**config.mk**
```make
export PLATFORM = sky130hd
export DESIGN_NAME = fsm_seq_tracker
export DESIGN_NICKNAME = d
export VERILOG_FILES = /design/src/rtl/fsm_seq_pkg.sv /design/src/rtl/fsm_seq_lookup.sv /design/src/rtl/fsm_seq_tracker.sv
export SDC_FILE = /design/constraint.sdc
export NUM_CORES = 1
export LEC_CHECK = 0
export ABC_AREA = 1
export CELL_PAD_IN_SITES_DETAIL_PLACEMENT = 1
export CELL_PAD_IN_SITES_GLOBAL_PLACEMENT = 2
export CORE_AREA = 2 2 69 71
export DETAILED_ROUTE_END_ITERATION = 7
export DIE_AREA = 0 0 71 73
export GPL_ROUTABILITY_DRIVEN = 0
export PLACE_DENSITY = 0.92
export REMOVE_ABC_BUFFERS = 1
export SYNTH_ARGS = -nofsm -noshare
export SYNTH_HDL_FRONTEND = slang
export SYNTH_SLANG_ARGS = --single-unit
```
**constraint.sdc**
```tcl
create_clock -name clk -period 5.23 [get_ports clk]
set_clock_uncertainty 0.1 [all_clocks]
set_input_delay 1.046 -clock clk [delete_from_list [all_inputs] [get_ports clk]]
set_output_delay 1.046 -clock clk [all_outputs]
set_load 0.1 [all_outputs]
```
**src/rtl/fsm_seq_pkg.sv**
```systemverilog
// Shared types and constants for the code-sequence tracker.
// The default sequence is the 3-bit Gray walk 0,1,3,2,6,7,5,4.
package fsm_seq_pkg;

  typedef enum logic [1:0] {
    HUNT   = 2'd0,
    SYNC   = 2'd1,
    LOCKED = 2'd2
  } trk_state_e;

  function automatic logic [7:0] gray(input logic [7:0] b);
    return b ^ (b >> 1);
  endfunction

  // Entry i sits at bits [i*3 +: 3].
  function automatic logic [23:0] gray_seq8();
    logic [23:0] s;
    logic [7:0]  g;
    s = '0;
    for (int i = 0; i < 8; i++) begin
      g = gray(8'(i));
      s[i*3 +: 3] = g[2:0];
    end
    return s;
  endfunction

  localparam logic [23:0] GRAY_SEQ = gray_seq8();

endpackage

```
**src/rtl/fsm_seq_lookup.sv**
```systemverilog
// Combinational reverse lookup of a code in the sequence table.
// On duplicates the lowest index wins.
module fsm_seq_lookup #(
  parameter int WIDTH   = 3,
  parameter int SEQ_LEN = 8,
  localparam int PW     = (SEQ_LEN > 1) ? $clog2(SEQ_LEN) : 1
) (
  input  logic [WIDTH-1:0]         q_in,
  input  logic [SEQ_LEN*WIDTH-1:0] seq,
  output logic                     hit,
  output logic [PW-1:0]            idx
);

  // Scan high to low so the last (lowest) match overwrites earlier ones.
  always_comb begin
    hit = 1'b0;
    idx = '0;
    for (int i = SEQ_LEN - 1; i >= 0; i--) begin
      if (seq[i*WIDTH +: WIDTH] == q_in) begin
        hit = 1'b1;
        idx = PW'(i);
      end
    end
  end

endmodule

```
**src/rtl/fsm_seq_tracker.sv**
```systemverilog
// Acquires lock on a cyclic code stream, predicts the next code, and counts
// deviations while locked; drops lock after MISS_LIMIT consecutive misses.
module fsm_seq_tracker
  import fsm_seq_pkg::*;
#(
  parameter int                         WIDTH      = 3,
  parameter int                         SEQ_LEN    = 8,
  parameter logic [SEQ_LEN*WIDTH-1:0]   SEQ        = GRAY_SEQ,
  parameter int                         LOCK_COUNT = 3,
  parameter int                         MISS_LIMIT = 2,
  localparam int                        PW         = (SEQ_LEN > 1) ? $clog2(SEQ_LEN) : 1
) (
  input  logic             clk,
  input  logic             reset,
  input  logic [WIDTH-1:0] q_in,
  input  logic             q_valid,
  input  logic             err_clr,
  output logic             locked,
  output logic             err_pulse,
  output logic [7:0]       err_count,
  output logic [PW-1:0]    pos,
  output logic [WIDTH-1:0] expected
);

  localparam int MCW = $clog2(LOCK_COUNT + 1);
  localparam int XCW = $clog2(MISS_LIMIT + 1);

  trk_state_e     state;
  logic [MCW-1:0] match_cnt;
  logic [XCW-1:0] miss_cnt;
  logic [PW-1:0]  pos_nxt;
  logic [MCW-1:0] match_inc;
  logic [XCW-1:0] miss_inc;
  logic           hit;
  logic [PW-1:0]  idx;
  logic           match;
  logic           miss_locked;

  // Explicit wrap keeps non-power-of-two lengths correct.
  assign pos_nxt     = (pos == PW'(SEQ_LEN - 1)) ? '0 : pos + 1'b1;
  assign expected    = SEQ[pos_nxt*WIDTH +: WIDTH];
  assign match       = (q_in == expected);
  assign match_inc   = match_cnt + 1'b1;
  assign miss_inc    = miss_cnt + 1'b1;
  assign miss_locked = q_valid && (state == LOCKED) && !match;

  fsm_seq_lookup #(
    .WIDTH   (WIDTH),
    .SEQ_LEN (SEQ_LEN)
  ) u_lookup (
    .q_in (q_in),
    .seq  (SEQ),
    .hit  (hit),
    .idx  (idx)
  );

  always_ff @(posedge clk or negedge reset) begin
    if (!reset) begin
      state     <= HUNT;
      pos       <= '0;
      match_cnt <= '0;
      miss_cnt  <= '0;
      locked    <= 1'b0;
      err_pulse <= 1'b0;
      err_count <= '0;
    end else begin
      err_pulse <= 1'b0;
      if (q_valid) begin
        case (state)
          HUNT: begin
            if (hit) begin
              pos       <= idx;
              match_cnt <= '0;
              state     <= SYNC;
            end
          end
          SYNC: begin
            if (match) begin
              pos       <= pos_nxt;
              match_cnt <= match_inc;
              if (match_inc == MCW'(LOCK_COUNT)) begin
                state    <= LOCKED;
                locked   <= 1'b1;
                miss_cnt <= '0;
              end
            end else if (hit) begin
              // Re-anchor on the same sample rather than losing a cycle in HUNT.
              pos       <= idx;
              match_cnt <= '0;
            end else begin
              state <= HUNT;
            end
          end
          LOCKED: begin
            pos <= pos_nxt;
            if (match) begin
              miss_cnt <= '0;
            end else begin
              err_pulse <= 1'b1;
              miss_cnt  <= miss_inc;
              if (miss_inc == XCW'(MISS_LIMIT)) begin
                state  <= HUNT;
                locked <= 1'b0;
              end
            end
          end
          default: begin
            state  <= HUNT;
            locked <= 1'b0;
          end
        endcase
      end
      if (err_clr)
        err_count <= '0;
      else if (miss_locked && err_count != 8'hFF)
        err_count <= err_count + 8'd1;
    end
  end

endmodule

```
==> impl_metrics.yaml <==
status:
  status: "finished, final reports clean"
synthesis:
  synthTopCellsByCount: "nand2_1, inv_1, nor2_1, dfrtp_1, nand3_1"
  synth.most_common_cell: "nand2_1"
  synth-seq-area-share: 0.3602
  synth_flop_cell: "dfrtp_1"
  synth-seq-cells: 19
  syn_inst: 185
  synth_edf_count: 0
  yosysWarnings: 0
  synth_top_area_frac: 0.3602
  async_flop_share: 1.000
  syn_area_sq_mm: 0.001320
  syn_avg_cell_area_sq_um: 7.135
  synthDistinctLibCells: 24
  synth.largest_area_cell: "dfrtp_1"
  ys_top_cells_by_area: "dfrtp_1, nand2_1, ha_1"
pwr:
  power.density_mw_per_mm2: 624.6
  ir_worst_vdd_uv: 298.7
  p_leak_nw: 0.8034
cells_and_area:
  regArea_sq_um: 475.5
  drive_gt1_frac: 0.05742
  area_growth_pct: 24.64
  antenna_cells: 0
  multi_input_area_sq_um: 747.0
  fill_cells: 565
  fin_area_sq_mm: 0.001645
  fin_nets: 226
timing:
  rsz0062_at_grt: "false"
  max_freq_mhz: 263.9
  setup_slack_ns: 1.441
  hold_viol: 0
  finalSetupTns_ns: 0
  final-setup-viol-count: 0
  slew-limit-headroom: 0.3542
  min_period_ns: 3.789
  fin_crit_sh: 0.7245
  drv_slew: 0
  worstMarginPinSlew_ns: 0.9657
detailed_routing:
  dr.pass1.iters: 4
  detail-route-antenna-nets: 0
  routedWlPerCell_microns: 12.70
  drt_wl_total_microns: 3341
  avgViaCountPerCell: 4.768
  vias: 1254
  drt_iter0_drc: 41
  route.detailed.drc: 0
worst_setup_path:
  worst_setup_path_start_kind: "register"
  cp.arrival_ns: 2.64
  rrSetupSlack_ns: 3.04
  r2r_start: "pos[0]"
  worstPathMaxFanout: 6
  cp-end-kind: "output pin"
  rr_endpoint: "err_count[3]"
  reg2reg_depth: 12
  crit_type: "reg2out"
  cp.required_ns: 4.08
floorplanning:
  die_area_sq_mm: 0.005183
  die_x_microns: 71
  fp.coreArea_sq_mm: 0.004536
  start_util: 0.2910
  num_rows: 25
  io_pins: 23
  die_y_microns: 73
grt:
  grt.total_usage: 0.1446
  antenna_found_initial: 0
  grt_pass1_wl_microns: 5947
  grt_pass1_vias: 1345
  grt_max_degree: 20
  overflow: 0
clock_network:
  cts_sinks: 19
  post_cts_buffers: 0
  cts_max_level: 1
  cts_buffer_depth: 2
  cts_buffers: 3
  clk_latency_ns: 0.26
  cts_hold_buf: 0
  post_cts_resized: 0
  clk_pin_slew_ns: 0.07
  cts_tree: "done"
  cts_root_buf: "clkbuf_8"
placed_design:
  dpl.hpwl_microns: 2575
  dpl_cell_area_sq_mm: 0.001600
  io_buffers: 22
  dpl_worst_slack_ns: 1.694
hold_path:
  hold_start: "miss_cnt[1]"
  whs_path_depth: 2
  min_to: "miss_cnt[1]"
  hold_path_class: "reg2reg"
job:
  drv_cap: 0
worst max-delay path, stage by stage, from the launching register on:
cell and delay [ns]:
dfrtp_1 0.42, ha_1 0.22, ha_1 0.37, inv_1 0.11, nand2_1 0.06, nand2_2 0.08, clkdlybuf4s50_1 1.12
cells by family (layout without fill, tap and decap cells):
group / after synthesis / count (layout) / share of synthesized area
compound gates: 13 / 13 / 0.05308
flops: 19 / 19 / 0.3602
xor+xnor: 7 / 7 / 0.04645
fa+ha+maj: 9 / 9 / 0.08531
simple gates: 111 / 111 / 0.3811
buf+inv: 26 / 50 / 0.07393
power breakdown:
| group | total [mW] | internal, mW | switching (mW) |
|---|---|---|---|
| clock network | 0.105 | 0.0543 | 0.0511 |
| registers | 0.202 | 0.177 | 0.0251 |
| logic | 0.720 | 0.182 | 0.538 |
layer usage:
metal | part of all wire | vias to the layer above | track usage | wire length (microns)
li1 | - | 629 | - | -
met1 | 0.47 | 595 | 0.1722 | 1583
met2 | 0.48 | 25 | 0.2658 | 1612
met3 | 0.027 | 5 | 0.02072 | 91
met4 | 0.016 | 0 | 0.05031 | 54
met5 | 0 | - | 0 | 0
how the worst max path moves through the flow:
stage,start,to
after global placement,pos[0],expected[1]
after detailed placement,pos[0],expected[1]
final,pos[0],expected[1]
after CTS,pos[0],expected[1]
after floorplan,pos[0],expected[1]
after global routing,pos[0],expected[1]
cell usage in the layout, fill, tap and decap left out:
cell,Yosys,final
a21oi_1,2,2
a31oi_1,2,2
clkbuf_1,2,1
clkbuf_8,0,3
clkdlybuf4s50_1,0,22
clkinv_1,1,1
dfrtp_1,19,19
ha_1,9,9
inv_1,22,22
inv_2,1,1
nand2_1,58,58
nand2_2,1,1
nand2_4,3,3
nand3_1,18,18
nand3b_1,1,1
nand4_1,3,3
nand4_4,1,1
nor2_1,21,21
nor2_2,2,2
nor3_1,2,2
o21ai_0,6,6
o21ai_1,2,2
o21bai_1,1,1
or2_2,1,1
xnor2_1,2,2
xor2_1,5,5
stage by stage:
step / total power [mW] / utilization / instances / hold WS (ns)
floorplan: 0.7755 / - / 183 / 0.3588
global placement: 0.9227 / 0.3528 / 259 / 0.3816
detailed placement: 0.9321 / 0.3528 / 259 / 0.4043
CTS: 1.044 / 0.3628 / 263 / 0.4227
global route: 1.110 / 0.3628 / 263 / 0.4713
finish: 1.028 / 0.3628 / 263 / 0.4143
flip-flops by register name (all words and copies together), names as in the netlist:
| name | cells |
|---|---|
| locked | 1 |
| err_pulse | 1 |
| state | 2 |
| pos | 3 |
| err_count | 8 |
| miss_cnt | 2 |
| match_cnt | 2 |
final cells by class:
| class | instances | area share |
|---|---|---|
| clock buffer | 4 | 0.02738 |
| tap | 54 | 0.04106 |
| timing repair buffer | 22 | 0.1338 |
| multi-input combinational | 140 | 0.4540 |
| inverter | 24 | 0.05475 |
| sequential | 19 | 0.2890 |
(Power assumes the default switching activity.)
